[src/rtl/ps2_pkg.sv]
// Shared PS/2 definitions: transmitter state encoding, keyboard command bytes
// and frame layout helpers used by the transmitter and the receiver.
package ps2_pkg;

  typedef enum logic [2:0] {
    ST_IDLE      = 3'd0,
    ST_RTS       = 3'd1,
    ST_START     = 3'd2,
    ST_DATA      = 3'd3,
    ST_ACK       = 3'd4,
    ST_WAIT_IDLE = 3'd5
  } tx_state_t;

  localparam logic [7:0] CMD_SET_LED = 8'hED;
  localparam logic [7:0] CMD_RESET   = 8'hFF;
  localparam logic [7:0] CMD_ENABLE  = 8'hF4;
  localparam logic [7:0] ACK_BYTE    = 8'hFA;
  localparam logic [7:0] RESEND      = 8'hFE;

  // start + 8 data + parity + stop
  localparam int FRAME_LEN = 11;

  // Bits the host shifts out after the start bit: {stop, odd parity, data}.
  function automatic logic [FRAME_LEN-2:0] build_frame(input logic [7:0] data);
    return {1'b1, ~^data, data};
  endfunction

endpackage

[src/rtl/ps2_filtro_flanco.sv]
// PS/2 clock deglitcher and falling-edge detector. Shared with the receiver.
module ps2_filtro_flanco #(
  parameter int FILTER_LEN = 8
) (
  input  logic clk,
  input  logic reset,
  input  logic i_ps2clk,
  output logic o_ps2clk_f,
  output logic o_fall_tick
);

  logic [FILTER_LEN-1:0] r_muestras;
  logic                  r_filtrado;
  logic                  r_fall_tick;

  // Filtered level only changes when the whole window agrees; idle line is high.
  always_ff @(posedge clk) begin
    if (reset) begin
      r_muestras  <= '1;
      r_filtrado  <= 1'b1;
      r_fall_tick <= 1'b0;
    end else begin
      r_muestras <= {r_muestras[FILTER_LEN-2:0], i_ps2clk};
      if (&r_muestras) begin
        r_filtrado  <= 1'b1;
        r_fall_tick <= 1'b0;
      end else if (~|r_muestras) begin
        r_filtrado  <= 1'b0;
        r_fall_tick <= r_filtrado;
      end else begin
        r_fall_tick <= 1'b0;
      end
    end
  end

  assign o_ps2clk_f  = r_filtrado;
  assign o_fall_tick = r_fall_tick;

endmodule

[src/rtl/transmisor_teclado_ps2.sv]
// Host-to-device PS/2 transmitter: request-to-send, start, 8 data bits LSB
// first, odd parity, stop, then device acknowledge check, with a watchdog.
module transmisor_teclado_ps2
  import ps2_pkg::*;
#(
  parameter int RTS_CYCLES     = 10000,
  parameter int FILTER_LEN     = 8,
  parameter int TIMEOUT_CYCLES = 2000000
) (
  input  logic       clk,
  input  logic       reset,
  input  logic       ps2clk_in,
  input  logic       ps2data_in,
  input  logic       wr_ps2,
  input  logic [7:0] din,
  output logic       ps2clk_oe,
  output logic       ps2data_oe,
  output logic       tx_idle,
  output logic       tx_done_tick,
  output logic       tx_err
);

  localparam int RTS_W = $clog2(RTS_CYCLES + 1);
  localparam int WD_W  = $clog2(TIMEOUT_CYCLES + 1);
  localparam logic [RTS_W-1:0] RTS_LAST = RTS_W'(RTS_CYCLES - 1);
  localparam logic [WD_W-1:0]  WD_LAST  = WD_W'(TIMEOUT_CYCLES - 1);

  tx_state_t            r_state;
  logic [FRAME_LEN-2:0] r_frame;
  logic [3:0]           r_bit_cnt;
  logic [RTS_W-1:0]     r_rts_cnt;
  logic [WD_W-1:0]      r_wd_cnt;
  logic                 r_ps2clk_oe;
  logic                 r_ps2data_oe;
  logic                 r_tx_idle;
  logic                 r_tx_done_tick;
  logic                 r_tx_err;

  logic w_ps2clk_f;
  logic w_fall_tick;
  logic w_vigilancia;
  logic w_timeout;

  ps2_filtro_flanco #(
    .FILTER_LEN (FILTER_LEN)
  ) u_filtro (
    .clk         (clk),
    .reset       (reset),
    .i_ps2clk    (ps2clk_in),
    .o_ps2clk_f  (w_ps2clk_f),
    .o_fall_tick (w_fall_tick)
  );

  assign w_vigilancia = (r_state == ST_START) || (r_state == ST_DATA) ||
                        (r_state == ST_ACK)   || (r_state == ST_WAIT_IDLE);
  assign w_timeout    = w_vigilancia && (r_wd_cnt == WD_LAST);

  // Transfer sequencer; outputs are updated on the same edge as the state.
  always_ff @(posedge clk) begin
    if (reset) begin
      r_state        <= ST_IDLE;
      r_frame        <= '0;
      r_bit_cnt      <= 4'd0;
      r_rts_cnt      <= '0;
      r_wd_cnt       <= '0;
      r_ps2clk_oe    <= 1'b0;
      r_ps2data_oe   <= 1'b0;
      r_tx_idle      <= 1'b1;
      r_tx_done_tick <= 1'b0;
      r_tx_err       <= 1'b0;
    end else begin
      r_tx_done_tick <= 1'b0;
      if (w_timeout) begin
        r_ps2clk_oe    <= 1'b0;
        r_ps2data_oe   <= 1'b0;
        r_tx_err       <= 1'b1;
        r_tx_done_tick <= 1'b1;
        r_tx_idle      <= 1'b1;
        r_state        <= ST_IDLE;
      end else begin
        if (w_vigilancia) begin
          r_wd_cnt <= r_wd_cnt + 1'b1;
        end
        case (r_state)
          ST_IDLE: begin
            if (wr_ps2) begin
              r_frame     <= build_frame(din);
              r_tx_err    <= 1'b0;
              r_rts_cnt   <= RTS_LAST;
              r_ps2clk_oe <= 1'b1;
              r_tx_idle   <= 1'b0;
              r_state     <= ST_RTS;
            end
          end
          ST_RTS: begin
            if (r_rts_cnt == '0) begin
              r_ps2clk_oe  <= 1'b0;
              r_ps2data_oe <= 1'b1;
              r_wd_cnt     <= '0;
              r_state      <= ST_START;
            end else begin
              r_rts_cnt <= r_rts_cnt - 1'b1;
            end
          end
          ST_START: begin
            if (w_fall_tick) begin
              r_ps2data_oe <= ~r_frame[0];
              r_bit_cnt    <= 4'd0;
              r_state      <= ST_DATA;
            end
          end
          ST_DATA: begin
            // r_frame[1] is always the next bit to present; fall 10 releases data
            if (w_fall_tick) begin
              r_frame <= {1'b1, r_frame[FRAME_LEN-2:1]};
              if (r_bit_cnt == 4'd8) begin
                r_ps2data_oe <= 1'b0;
                r_state      <= ST_ACK;
              end else begin
                r_ps2data_oe <= ~r_frame[1];
                r_bit_cnt    <= r_bit_cnt + 1'b1;
              end
            end
          end
          ST_ACK: begin
            if (w_fall_tick) begin
              if (ps2data_in) begin
                r_tx_err <= 1'b1;
              end
              r_state <= ST_WAIT_IDLE;
            end
          end
          ST_WAIT_IDLE: begin
            if (w_ps2clk_f && ps2data_in) begin
              r_tx_done_tick <= 1'b1;
              r_tx_idle      <= 1'b1;
              r_state        <= ST_IDLE;
            end
          end
          default: begin
            r_ps2clk_oe  <= 1'b0;
            r_ps2data_oe <= 1'b0;
            r_tx_idle    <= 1'b1;
            r_state      <= ST_IDLE;
          end
        endcase
      end
    end
  end

  assign ps2clk_oe    = r_ps2clk_oe;
  assign ps2data_oe   = r_ps2data_oe;
  assign tx_idle      = r_tx_idle;
  assign tx_done_tick = r_tx_done_tick;
  assign tx_err       = r_tx_err;

endmodule

[config.mk]
export PLATFORM = sky130hd
export DESIGN_NAME = transmisor_teclado_ps2
export DESIGN_NICKNAME = d
export VERILOG_FILES = /design/src/rtl/ps2_pkg.sv /design/src/rtl/ps2_filtro_flanco.sv /design/src/rtl/transmisor_teclado_ps2.sv
export SDC_FILE = /design/constraint.sdc
export NUM_CORES = 1
export LEC_CHECK = 0
export BUFFER_PORTS_ARGS = -buffer_cell sky130_fd_sc_hd__clkbuf_2
export CAP_MARGIN = 20
export CELL_PAD_IN_SITES_DETAIL_PLACEMENT = 0
export CELL_PAD_IN_SITES_GLOBAL_PLACEMENT = 1
export CORE_UTILIZATION = 30
export CTS_CLUSTER_DIAMETER = 200
export CTS_CLUSTER_SIZE = 28
export DETAILED_ROUTE_END_ITERATION = 10
export PLACE_DENSITY_LB_ADDON = 0.1
export RECOVER_POWER = 100
export SETUP_SLACK_MARGIN = 0.2
export SYNTH_ARGS = -nofsm -noshare
export SYNTH_HDL_FRONTEND = slang
export SYNTH_SLANG_ARGS = --single-unit
[constraint.sdc]
create_clock -name clk -period 2.83 [get_ports clk]
set_input_delay 0.566 -clock clk [delete_from_list [all_inputs] [get_ports clk]]
set_output_delay 0.566 -clock clk [all_outputs]
set_load 0.02 [all_outputs]
* Yosys cells after proc, flatten, opt, wreduce, memory -nomap -nowiden *
Cells that the tools add are included.

operators by class
  $add $sub $neg = 3
  eq/ne operators = 19
  magnitude comparators = 0
  bitwise logic cells = 6
  shift operators = 0
  reductions and logical operators = 28
  mux-type cells = 39
  div/mod/pow operators = 0
  $mul = 0

operator list
  kind                     number
  $mux W21                 3
  $mux W14                 2
  $pmux W14 S2             1
  $add A21 B1 Y21 const B  1
  $eq A21 B21 Y1 const B   1
  $mux W3                  7
  $mux W10                 2
  $pmux W10 S2             1
  $pmux W3 S6              1
  $reduce_and A4 Y1        4
  $logic_not A14 Y1        1
  $mux W1                  14
  $sub A14 B1 Y14 const B  1
  $mux W4                  3
  $ne A2 B1 Y1 const B     5
  $reduce_or A10 Y1        1
  $ne A2 B2 Y1 const B     4
  $pmux W4 S2              1
  $reduce_and A8 Y1        1
  $reduce_or A4 Y1         2
  $reduce_or A8 Y1         1
  $reduce_xnor A8 Y1       1
  $reduce_and A7 Y1        1
  $eq A3 B2 Y1 const B     2
  other kinds (19)         34

word-level totals
  input bits = 13
  logic and storage cells = 108
  memory bits (read-only) = 0
  output and inout bits = 5
  memories = 0
  bits in writable memories = 0
  register bits after elaboration = 67
  bits in latches = 0

* Longest topological paths before layout *
  word-level depth = 7
  depth in mapped cells = 9
  gate-level depth less buffers = 7

* Cells and area by module *
A second synthesis with hierarchy kept.

second synthesis, totals
  cell total of the unflattened synthesis = 380
  area total of the unflattened synthesis = 3344.5 µm²

modules (own cells, without submodules)
  module                  sequential area each (µm²)  cells each  area each (µm²)  instances
  transmisor_teclado_ps2  1141.1                      353         3011.6           1
  ps2_filtro_flanco       200.2                       27          332.8            1

* Worst setup path after synthesis *
No wires, ideal clock.

  path type = reg-to-reg
  start point = register r_rts_cnt[0]
  end point = register r_rts_cnt[7]
  arrival = 2.079 ns
  path buffers = 2
  slack = 0.624 ns
  period minus slack after synthesis = 2.206 ns
  setup time = 0.127 ns
  required time = 2.703 ns
  cell stages (with the launch flop) = 10
  cell sequence = dfxtp_1 > inv_1 > ha_1 > or4b_4 > or4_4 > buf_6 > and2_4 > buf_6 > a21oi_1 > o32ai_1

on the way
  word-level cells in the longest chain between the ends = 3
  elaborated cells between the ends (all ways) = 6
  classes of those cells = add/sub: 1; eq/ne: 1; mux: 2; reduce/logical: 2

ends and longest elaborated chain
  element                                                      RTL line                                                     source
  from (decl)                                                  transmisor_teclado_ps2.sv:31                                 logic [RTS_W-1:0] r_rts_cnt;
  from (signal assigned)                                       transmisor_teclado_ps2.sv:102                                r_rts_cnt <= r_rts_cnt - 1'b1;
  $sub A14 B1 Y14 / $logic_not A14 Y1 (equally long branches)  transmisor_teclado_ps2.sv:102, transmisor_teclado_ps2.sv:96
  $mux W14 / $ne A2 B2 Y1 (equally long branches)              --
  $pmux W14 S2 / $reduce_and A4 Y1 (equally long branches)     --

Parallel ways exist; a longest one is shown, timed or not. The select of a mux whose other input is x is not followed.
A chain may end at the register's enable or synchronous reset.

* Worst setup path after layout *
  start point = register r_rts_cnt[0]
  end point = register r_ps2data_oe (netlist: ps2data_oe)

on the way
  word-level cells in the longest chain between the ends = 3

ends and longest elaborated chain
  element                             RTL line                       source
  $logic_not A14 Y1                   transmisor_teclado_ps2.sv:96   if (r_rts_cnt == '0) begin
  $ne A2 B2 Y1 (no source line)       --
  $reduce_and A4 Y1 (no source line)  --
  to (signal assigned)                transmisor_teclado_ps2.sv:107  r_ps2data_oe <= ~r_frame[0];
  to (signal assigned)                transmisor_teclado_ps2.sv:120  r_ps2data_oe <= ~r_frame[1];
  to (decl)                           transmisor_teclado_ps2.sv:34   logic r_ps2data_oe;

No other way between the ends.

==> results.sh <==
export IMPL_vias=2863
export IMPL_dieHeight_microns=109
export IMPL_avgViaCountPerCell=5.09
export IMPL_hold_path_class="in2reg"
export IMPL_place_hpwl_microns=5500
export IMPL_vias_in_the_first_global_route=2758
export IMPL_cts_resized=0
export IMPL_finalCritPeriodShare_pct=85.6
export IMPL_design_core_area_sq_mm=0.0110
export IMPL_routed_wire_length_on_met3_microns=246
export IMPL_worstRegToRegCells=7
export IMPL_critPathMaxFanout=11
export IMPL_diodes=0
export IMPL_finalNetCount=437
export IMPL_design_portCount=18
export IMPL_met1Wirelength_microns=3850
export IMPL_synth_nets=422
export IMPL_total_global_routing_track_utilization_pct=14.9
export IMPL_filler_cell_count=1146
export IMPL_top_achievable_clock_speed_ghz=0.413
export IMPL_rr_startpoint="r_rts_cnt[0]"
export IMPL_routed_wl_microns=7910
export IMPL_finalWorstPathRequiredPeriod_ns=2.42
export IMPL_design_die_area_sq_mm=0.0118
export IMPL_outcome="finished clean"
export IMPL_finalHoldViolCount=0
export IMPL_synth_flop_cell="sky130_fd_sc_hd__dfxtp_1"
export IMPL_synth_edff_count=0
export IMPL_count_of_nets_left_with_antenna_violations_after_detail_routing=0
export IMPL_slew_margin_rel_pct=18.2
export IMPL_p_per_area_mw_per_mm2=635
export IMPL_synth_top_area_cell="sky130_fd_sc_hd__dfxtp_1"
export IMPL_antenna_found_initial=0
export IMPL_port_buffer_count=17
export IMPL_final_setup_skew_ns=0.00722
export IMPL_post_cts_buffers=0
export IMPL_finalSetupTns_ns=0
export IMPL_synth_seq_cells=67
export IMPL_drt_first_iter_violations=103
export IMPL_postSynth_asyncResetShare_pct=0
export IMPL_drv_slew=0
export IMPL_synth_top_area_share_pct=39.3
export IMPL_power_ir_vdd_worst_uv=311
export IMPL_setup_worst_path_start_class="register"
export IMPL_synth_unique_cells=53
export IMPL_instance_count_of_the_mapped_netlist=404
export IMPL_worst_r2r_endpoint="ps2data_oe"
export IMPL_post_synth_instance_area_sq_mm=0.00341
export IMPL_gpl_final_weighted_congestion=0.770
export IMPL_clock_insertion_delay_worst_skew_ns=0.33
export IMPL_timing_critical_path_to_type="register"
export IMPL_cts_inserted_buffers=9
export IMPL_synth_top_cells_by_area="sky130_fd_sc_hd__dfxtp_1 (39%), sky130_fd_sc_hd__nor2_1 (6.6%), sky130_fd_sc_hd__xor2_1 (4.6%)"
export IMPL_final_setup_viol_count=0
export IMPL_rsz0062_at_grt="false"
export IMPL_max_cap_violation_count=0
export IMPL_start_util_pct=31.1
export IMPL_syn_avg_cell_area_sq_um=8.45
export IMPL_tritoncts_clock_tree="yes"
export IMPL_numClockSinks=67
export IMPL_clockBufferDepth=2
export IMPL_clock_tree_htree_level_count=3
export IMPL_final_cell_count_no_fill=562
export IMPL_detail_route_first_pass_iterations=5
export IMPL_routed_length_on_met2_microns=3680
export IMPL_clock_tree_root_cell="sky130_fd_sc_hd__clkbuf_16"
export IMPL_cts_hold_buffers_added=0
export IMPL_clk_pin_slew_ns=0.05
export IMPL_worst_ep_arrival_time_ns=2.62
export IMPL_floorplan_rows=38
export IMPL_route_detailed_wl_per_inst_microns=14.1
export IMPL_floorplan_die_width_microns=109
export IMPL_multi_input_area_sq_mm=0.00192
export IMPL_final_common_cell="sky130_fd_sc_hd__dfxtp_1"
export IMPL_reg2reg_setup_slack_ns=0.41
export IMPL_drive_above_1_share_pct=11.8
export IMPL_worst_setup_path_startpoint="r_rts_cnt[0]"
export IMPL_dr_drc_count=0
export IMPL_synth_warnings=0
export IMPL_total_leakage_power_uw=0.00149
export IMPL_area_growth_synth_to_final_pct=15.0
export IMPL_maxUsedRoutingLayer="met4"
export IMPL_worstMarginPinSlew_ns=1.23
export IMPL_sequential_cell_area_sq_mm=0.00134
export IMPL_worst_setup_path_type="reg2reg"
export IMPL_worstSetupEndpoint="ps2data_oe"
export IMPL_grt_overflow_total=0
export IMPL_timing_critical_path_required_ns=3.03
export IMPL_layout_cells_most_common_list="sky130_fd_sc_hd__dfxtp_1 (67), sky130_fd_sc_hd__nor2_1 (60), sky130_fd_sc_hd__a21oi_1 (19)"
export IMPL_sequential_share_of_the_synthesized_area_pct=39.3
export IMPL_number_of_cells_after_detailed_placement=548
export IMPL_grt_pass1_wl_microns=13500
export IMPL_grt_max_degree=29
state kept, by name, summed over array words and instances (netlist names), 3 cells and up:
| name | cells |
|---|---|
| r_bit_cnt | 4 |
| r_frame | 10 |
| r_rts_cnt | 14 |
| r_state | 3 |
| r_wd_cnt | 21 |
| u_filtro.r_muestras | 8 |
synth_stat cells, drive strengths merged, types with 2 or more instances:
library cell  count
a211oi           12
a21o              3
a21oi            19
a311oi            3
a31oi             3
a41o              2
and2              5
and3              8
and4              3
buf               7
clkbuf           15
dfxtp            67
ha                5
inv              11
mux2i            11
nand2            16
nand2b            8
nand3            16
nand3b            2
nand4            12
nand4b            2
nor2             60
nor2b             2
nor3             14
nor4              8
nor4b             4
o211ai            4
o21ai            13
o32ai             5
or2              10
or3               3
or3b              2
or4               7
or4b              2
xnor2            12
xor2             18
metal layers:
layer	track usage [%]	up-vias
li1	-	1477
met1	18.7	1344
met2	24.1	33
met3	3.95	9
met4	6.37	0
met5	0	-
logic make-up after synthesis:
group                      Yosys count  synth area share (%)
xor gates and xnor gates            30                  7.70
buffers and inverters               33                  4.18
and+or+nand+nor                    187                  29.7
adders and majority gates            5                  1.83
DFF                                 67                  39.3
AOI/OAI and AO/OA                   71                  14.1
muxes                               11                  3.23
cell type report:
cell class	count	share of cell area, %
Sequential cell	67	34.2
Multi-Input combinational cell	304	49.0
Timing Repair Buffer	26	3.60
Inverter	11	1.05
Clock buffer	12	6.79
Clock inverter	2	0.893
Tap cell	140	4.46
power by group:
part	total, uW	internal, uW	switching, uW
registers	1030	992	41.5
clock network	1140	742	393
logic	322	135	187
total	2490	1870	622
worst max-delay path, stage by stage, from the launching register on:
cell                       delay [ns]
sky130_fd_sc_hd__dfxtp_1         0.33
sky130_fd_sc_hd__inv_1           0.12
sky130_fd_sc_hd__ha_1            0.15
sky130_fd_sc_hd__or4b_1          0.43
sky130_fd_sc_hd__or4_4           0.57
sky130_fd_sc_hd__and2_1          0.35
sky130_fd_sc_hd__o211ai_1        0.24
sky130_fd_sc_hd__a31oi_1         0.11
through the flow:
stage | util (%) | hold WS (ns) | worst slack (ns) | total power, uW | area, sq um
6_report | 35.7 | 0.428 | 0.408 | 2490 | 3920
5_1_grt | 35.7 | 0.439 | 0.216 | 2620 | 3920
4_1_cts | 35.9 | 0.412 | 0.391 | 2550 | 3940
3_5_place_dp | 33.1 | 0.446 | 0.398 | 1380 | 3640
3_3_place_gp | 33.1 | 0.440 | 0.445 | 1380 | 3640
2_1_floorplan | - | 0.432 | 0.624 | 1300 | 3410
worst min-delay path by stage:
stage / depth (start not counted) / to / slack, ns / startpoint
after floorplan: 2 / r_frame[9] / 0.43 / r_frame[9]
after global placement: 2 / r_frame[9] / 0.44 / r_frame[9]
after detailed placement: 2 / r_frame[9] / 0.45 / r_frame[9]
after CTS: 2 / u_filtro.r_muestras[0] / 0.41 / ps2clk_in
after global routing: 2 / u_filtro.r_muestras[0] / 0.44 / ps2clk_in
final: 2 / u_filtro.r_muestras[0] / 0.43 / ps2clk_in
Power figures use the tool's default switching activity.
